[config.mk]
export PLATFORM = sky130hd
export DESIGN_NAME = uart_tx_periph
export DESIGN_NICKNAME = d
export VERILOG_FILES = /design/src/rtl/cpu_pkg.sv /design/src/rtl/sync_fifo.sv /design/src/rtl/uart_tx_periph.sv
export SDC_FILE = /design/constraint.sdc
export NUM_CORES = 1
export LEC_CHECK = 0
export BUFFER_PORTS_ARGS = -buffer_cell sky130_fd_sc_hd__buf_4
export CAP_MARGIN = 25
export CORE_MARGIN = 3
export CORE_UTILIZATION = 45
export CTS_BUF_LIST = sky130_fd_sc_hd__clkbuf_4
export DETAILED_ROUTE_END_ITERATION = 12
export HOLD_SLACK_MARGIN = 0.15
export PLACE_DENSITY = 0.74
export SKIP_LAST_GASP = 1
export SLEW_MARGIN = 15
export SYNTH_ARGS = -nofsm -noshare
export SYNTH_HDL_FRONTEND = slang
export SYNTH_SLANG_ARGS = --single-unit
[constraint.sdc]
create_clock -name clk -period 2.95 [get_ports clk]
set_clock_uncertainty 0.2 [all_clocks]
set_input_delay 0.295 -clock clk [delete_from_list [all_inputs] [get_ports clk]]
set_output_delay 0.295 -clock clk [all_outputs]
set_load 0.02 [all_outputs]
[src/rtl/cpu_pkg.sv]
// Shared constants for the CPU peripheral slice: default MMIO addresses,
// UART control/status bit positions and the transmitter state encoding.
package cpu_pkg;

  localparam logic [31:0] TXD_ADDR_DEFAULT = 32'h4000_0018;
  localparam logic [31:0] CON_ADDR_DEFAULT = 32'h4000_0020;

  localparam int CON_BUSY  = 0;
  localparam int CON_FULL  = 1;
  localparam int CON_OVF   = 2;
  localparam int CON_IRQEN = 3;
  localparam int CON_DONE  = 4;

  typedef enum logic [1:0] {
    ST_IDLE,
    ST_START,
    ST_DATA,
    ST_STOP
  } tx_state_t;

endpackage

[src/rtl/sync_fifo.sv]
// Single-clock FIFO with power-of-two depth, combinational head output and
// an occupancy counter one bit wider than the pointers.
module sync_fifo #(
  parameter int DEPTH = 4,
  parameter int WIDTH = 8
) (
  input  logic             clk,
  input  logic             rst_n,
  input  logic             push,
  input  logic             pop,
  input  logic [WIDTH-1:0] din,
  output logic [WIDTH-1:0] dout,
  output logic             full,
  output logic             empty
);

  localparam int PTR_W = $clog2(DEPTH);

  logic [WIDTH-1:0] r_mem [DEPTH];
  logic [PTR_W-1:0] r_wrPtr;
  logic [PTR_W-1:0] r_rdPtr;
  logic [PTR_W:0]   r_count;
  logic             w_doPush;
  logic             w_doPop;

  // A push into a full FIFO is still legal when the head leaves in the same cycle.
  assign w_doPop  = pop && !empty;
  assign w_doPush = push && (!full || w_doPop);

  assign full  = (r_count == (PTR_W+1)'(DEPTH));
  assign empty = (r_count == '0);
  assign dout  = r_mem[r_rdPtr];

  always_ff @(posedge clk) begin
    if (w_doPush) r_mem[r_wrPtr] <= din;
  end

  always_ff @(posedge clk or negedge rst_n) begin
    if (!rst_n) begin
      r_wrPtr <= '0;
      r_rdPtr <= '0;
      r_count <= '0;
    end else begin
      if (w_doPush) r_wrPtr <= r_wrPtr + 1'b1;
      if (w_doPop)  r_rdPtr <= r_rdPtr + 1'b1;
      case ({w_doPush, w_doPop})
        2'b10:   r_count <= r_count + 1'b1;
        2'b01:   r_count <= r_count - 1'b1;
        default: r_count <= r_count;
      endcase
    end
  end

endmodule

[src/rtl/uart_tx_periph.sv]
// Memory-mapped 8N1 UART transmitter with a small TX FIFO and CON register.
// Define UART_TX_IRQ_EN to enable the CON[3] interrupt enable and irq output.
module uart_tx_periph
  import cpu_pkg::*;
#(
  parameter int          BAUD_DIV   = 5208,
  parameter int          FIFO_DEPTH = 4,
  parameter logic [31:0] TXD_ADDR   = TXD_ADDR_DEFAULT,
  parameter logic [31:0] CON_ADDR   = CON_ADDR_DEFAULT
) (
  input  logic        clk,
  input  logic        rst_n,
  input  logic [31:0] addr,
  input  logic [31:0] wdata,
  input  logic        mem_read,
  input  logic        mem_write,
  output logic [31:0] rdata,
  output logic        txd,
  output logic        irq
);

  localparam int              CNT_W     = (BAUD_DIV > 1) ? $clog2(BAUD_DIV) : 1;
  localparam logic [CNT_W-1:0] BAUD_LAST = CNT_W'(BAUD_DIV - 1);

  tx_state_t        r_state, w_stateNext;
  logic [CNT_W-1:0] r_baudCnt, w_baudCntNext;
  logic [2:0]       r_bitIdx, w_bitIdxNext;
  logic [7:0]       r_shift, w_shiftNext;
  logic             r_txd, w_txdNext;
  logic             r_overflow;
  logic             r_done;
  logic             w_pop;
  logic             w_doneSet;
  logic             w_bitEnd;
  logic             w_txdWrite;
  logic             w_conWrite;
  logic             w_fifoPush;
  logic             w_fifoFull;
  logic             w_fifoEmpty;
  logic [7:0]       w_fifoDout;
  logic             w_irqEn;
  logic [31:0]      w_con;
  logic             w_unused;

  assign w_unused   = ^wdata[31:8];
  assign w_txdWrite = mem_write && (addr == TXD_ADDR);
  assign w_conWrite = mem_write && (addr == CON_ADDR);
  assign w_fifoPush = w_txdWrite && (!w_fifoFull || w_pop);
  assign w_bitEnd   = (r_baudCnt == BAUD_LAST);

  sync_fifo #(
    .DEPTH (FIFO_DEPTH),
    .WIDTH (8)
  ) u_fifo (
    .clk   (clk),
    .rst_n (rst_n),
    .push  (w_fifoPush),
    .pop   (w_pop),
    .din   (wdata[7:0]),
    .dout  (w_fifoDout),
    .full  (w_fifoFull),
    .empty (w_fifoEmpty)
  );

  always_comb begin
    w_stateNext   = r_state;
    w_baudCntNext = r_baudCnt;
    w_bitIdxNext  = r_bitIdx;
    w_shiftNext   = r_shift;
    w_txdNext     = r_txd;
    w_pop         = 1'b0;
    w_doneSet     = 1'b0;
    case (r_state)
      ST_IDLE: begin
        if (!w_fifoEmpty) begin
          w_pop         = 1'b1;
          w_stateNext   = ST_START;
          w_baudCntNext = '0;
          w_shiftNext   = w_fifoDout;
          w_txdNext     = 1'b0;
        end
      end
      ST_START: begin
        if (w_bitEnd) begin
          w_stateNext   = ST_DATA;
          w_baudCntNext = '0;
          w_bitIdxNext  = '0;
          w_txdNext     = r_shift[0];
        end else begin
          w_baudCntNext = r_baudCnt + 1'b1;
        end
      end
      ST_DATA: begin
        if (w_bitEnd) begin
          w_baudCntNext = '0;
          if (r_bitIdx == 3'd7) begin
            w_stateNext = ST_STOP;
            w_txdNext   = 1'b1;
          end else begin
            w_bitIdxNext = r_bitIdx + 1'b1;
            w_shiftNext  = r_shift >> 1;
            w_txdNext    = r_shift[1];
          end
        end else begin
          w_baudCntNext = r_baudCnt + 1'b1;
        end
      end
      ST_STOP: begin
        // Chain straight into the next start bit so queued frames have no idle gap.
        if (w_bitEnd) begin
          w_baudCntNext = '0;
          w_bitIdxNext  = '0;
          if (!w_fifoEmpty) begin
            w_pop       = 1'b1;
            w_stateNext = ST_START;
            w_shiftNext = w_fifoDout;
            w_txdNext   = 1'b0;
          end else begin
            w_stateNext = ST_IDLE;
            w_doneSet   = 1'b1;
          end
        end else begin
          w_baudCntNext = r_baudCnt + 1'b1;
        end
      end
      default: w_stateNext = ST_IDLE;
    endcase
  end

  always_ff @(posedge clk or negedge rst_n) begin
    if (!rst_n) begin
      r_state   <= ST_IDLE;
      r_baudCnt <= '0;
      r_bitIdx  <= '0;
      r_shift   <= '0;
      r_txd     <= 1'b1;
    end else begin
      r_state   <= w_stateNext;
      r_baudCnt <= w_baudCntNext;
      r_bitIdx  <= w_bitIdxNext;
      r_shift   <= w_shiftNext;
      r_txd     <= w_txdNext;
    end
  end

  // Sticky flags: a set in the same cycle as a W1C clear keeps the flag set.
  always_ff @(posedge clk or negedge rst_n) begin
    if (!rst_n) begin
      r_overflow <= 1'b0;
      r_done     <= 1'b0;
    end else begin
      if (w_txdWrite && w_fifoFull && !w_pop) r_overflow <= 1'b1;
      else if (w_conWrite && wdata[CON_OVF])  r_overflow <= 1'b0;
      if (w_doneSet)                          r_done <= 1'b1;
      else if (w_conWrite && wdata[CON_DONE]) r_done <= 1'b0;
    end
  end

`ifdef UART_TX_IRQ_EN
  logic r_irqEn;

  always_ff @(posedge clk or negedge rst_n) begin
    if (!rst_n)          r_irqEn <= 1'b0;
    else if (w_conWrite) r_irqEn <= wdata[CON_IRQEN];
  end

  assign w_irqEn = r_irqEn;
  assign irq     = r_irqEn & r_done;
`else
  assign w_irqEn = 1'b0;
  assign irq     = 1'b0;
`endif

  assign w_con = {27'd0, r_done, w_irqEn, r_overflow, w_fifoFull, (r_state != ST_IDLE)};
  assign rdata = (mem_read && (addr == CON_ADDR)) ? w_con : 32'd0;
  assign txd   = r_txd;

endmodule

==> impl_metrics.tcl <==
set metrics [dict create \
    status "complete, no violations" \
    port_buffers 48 \
    p_leak_nw 1.89 \
    layout-drive-gt1-share 0.293 \
    r2r_cells 8 \
    drc 0 \
    synth_most_common_cell "dfrtp_1" \
    cts_sinks 68 \
    yosysWarnings 0 \
    worstSetupPathType "flop to flop" \
    total_power_w 0.00198 \
    firstDrtPassIters 4 \
    antenna_cells 0 \
    start_kind "flop" \
    core.rowCount 31 \
    cp.buffers_inverters 1 \
    drv_slew 0 \
    period_share 0.972 \
    nets 445 \
    crit_path_start "r_baudCnt[8]" \
    wirelength_mm 7.01 \
    critical_path_arrival_ps 2970 \
    ys.flop_type "dfrtp_1" \
    worstMarginPinSlew_ps 629 \
    worstPathCellList "or4b_4 -> nor3_4 -> buf_4 -> a21o_1 -> and2_1 -> ha_1 -> fa_2 -> mux2_2" \
    grt_max_degree 37 \
    wl_per_cell_um 15.0 \
    clk_pin_slew_worst_paths_ps 130 \
    clock_latency_ps 420 \
    synth_cell_type_count 48 \
    antenna_found_initial 0 \
    ys_ff_latch 68 \
    grt_pass1_wl_mm 11.3 \
    slew_headroom 0.577 \
    rr_startpoint "r_baudCnt[8]" \
    regArea_sq_mm 0.00186 \
    nFillCells 615 \
    cts_max_path_buffers 2 \
    end_kind "flop" \
    area_growth_pct 21.8 \
    fp.dieArea_sq_mm 0.00896 \
    ios 102 \
    synth_edf_count 32 \
    synthCells 286 \
    num_vias 2462 \
    start_util 0.475 \
    cts_buffers 9 \
    hp-class "input port to async pin" \
    slowest_delay_ps 570 \
    fp.dieH_um 94.6 \
    cts.htree.levels 3 \
    gr-total-overflow 0 \
    synth-async-reset-ratio 0.529 \
    fp.dieW_um 94.6 \
    hold_viol 0 \
    post-dp-hpwl_mm 4.92 \
    yosys.area.top_type_share 0.272 \
    period_minus_slack_ps 2870 \
    drv_cap 0 \
    root_buffer "clkbuf_4" \
    coreArea_sq_mm 0.00745 \
    grt_usage 0.165 \
    cp.depth 8 \
    setup_viol 0 \
    multiInputGateArea_sq_mm 0.00152 \
    rsz0062_at_grt "no" \
    drtAntennaViolNets 0 \
    clock.fmax_mhz 349 \
    cp_slowest_cell "or4b_4" \
    crit_required_ps 3050 \
    first_global_vias 2468 \
    gp_congestion 0.771 \
    avgViaCountPerCell 5.27 \
    synth_top_area_cell "edfxtp_1" \
    cp_max_fo 6 \
    powerDensity_mw_per_mm2 459 \
    yosys-top-cells-count "dfrtp_1, edfxtp_1, buf_4, o21ai_0, mux2_2" \
    drt-initial-drc-count 132 \
    syn-mean-instance-area_sq_um 12.4 \
    path_delay_family "simple AND/OR/NAND/NOR gates" \
    yosysSeqAreaShare 0.527 \
    postLayoutCoreUtil 0.578 \
    yosys-top-cells-area "edfxtp_1, dfrtp_1, buf_4" \
    ir_drop_mv 0.196 \
    fin_setup_tns_ps 0 \
    netlist_area_sq_mm 0.00354 \
    cts_tree "built" \
]
[timing repair]
item,in CTS,in global routing
hold endpoints to repair,70,0
setup endpoints to repair,0,2
buffers inserted,0,5
gates resized for setup,0,1
hold buffers,14,0
[routing by layer]
layer,wire length (um),track usage,vias to the layer above
li1,-,-,1156
met1,3050,0.211,1211
met2,3450,0.275,87
met3,409,0.0335,8
met4,104,0.0661,0
met5,0,0,-
[state kept, by name, summed over array words and instances, names as in the netlist]
name            count
r_baudCnt          13
r_bitIdx            3
r_done              1
r_overflow          1
r_shift             8
r_state             2
txd                 1
u_fifo.r_count      3
u_fifo.r_mem       32
u_fifo.r_rdPtr      2
u_fifo.r_wrPtr      2
[stage by stage]
step / instances / cell area, sq um / setup slack [ps] / hold WS, ps
finish: 467 / 4310 / 81.2 / 160
global route: 467 / 4310 / 0.688 / 181
CTS: 462 / 4270 / 74.0 / 155
detailed placement: 432 / 3940 / 106 / 92.7
global placement: 432 / 3940 / 132 / 84.9
floorplan: 314 / 3650 / 27.1 / -201
[worst paths after layout]
path,end,slack [ps]
worst min-delay path,r_baudCnt[1],160
worst min register to register,r_done,280
worst max register to register,u_fifo.r_count[1],80
max in group asynchronous,txd,2010
min in group clk,r_done,170
worst max-delay path,u_fifo.r_count[1],80
[placed cells by master (no fill, tap or decap), drive strengths merged, types with 2 or more instances in the layout]
cell and n:
buf 60, xnor2 5, nor2 13, a21o 2
o21ai 20, mux2 18, ha 13, nand4 6
nor2b 2, inv 7, and3 6, conb 29
nor4 7, xor2 4, a21oi 2, nand2 12
a22o 7, clkbuf 10, nor3 7, mux4 8
o31ai 2, dfrtp 35, dlygate4sd3 14, and2 11
edfxtp 32, clkinv 3, nand2b 4, bufinv 3
nand3 5, a31oi 3
[where the power goes]
| group | switching, W | internal, W | leakage [nW] |
|---|---|---|---|
| Sequential | 0.0000212 | 0.00103 | 0.782 |
| Combinational | 0.0000709 | 0.0000756 | 1.01 |
| Clock | 0.000337 | 0.000440 | 0.101 |
[kinds of logic (layout without fill, tap and decap cells)]
| group | after synthesis | in the layout | synth area share |
|---|---|---|---|
| other | 1 | 29 | 0.00106 |
| xor gates and xnor gates | 9 | 9 | 0.0223 |
| and+or+nand+nor | 82 | 82 | 0.132 |
| AOI/OAI and AO/OA | 43 | 43 | 0.0817 |
| muxes | 26 | 26 | 0.108 |
| adders and majority gates | 14 | 14 | 0.0517 |
| DFF | 68 | 68 | 0.527 |
| buffers and inverters | 43 | 97 | 0.0764 |
[layout make-up]
| class | instances | share of cell area |
|---|---|---|
| Clock inverter | 6 | 0.0261 |
| Clock buffer | 10 | 0.0174 |
| Inverter | 7 | 0.00610 |
| Sequential cell | 68 | 0.432 |
| Tap cell | 99 | 0.0288 |
| Timing Repair Buffer | 74 | 0.137 |
| Multi-Input combinational cell | 203 | 0.352 |
(Power assumes the default switching activity.)
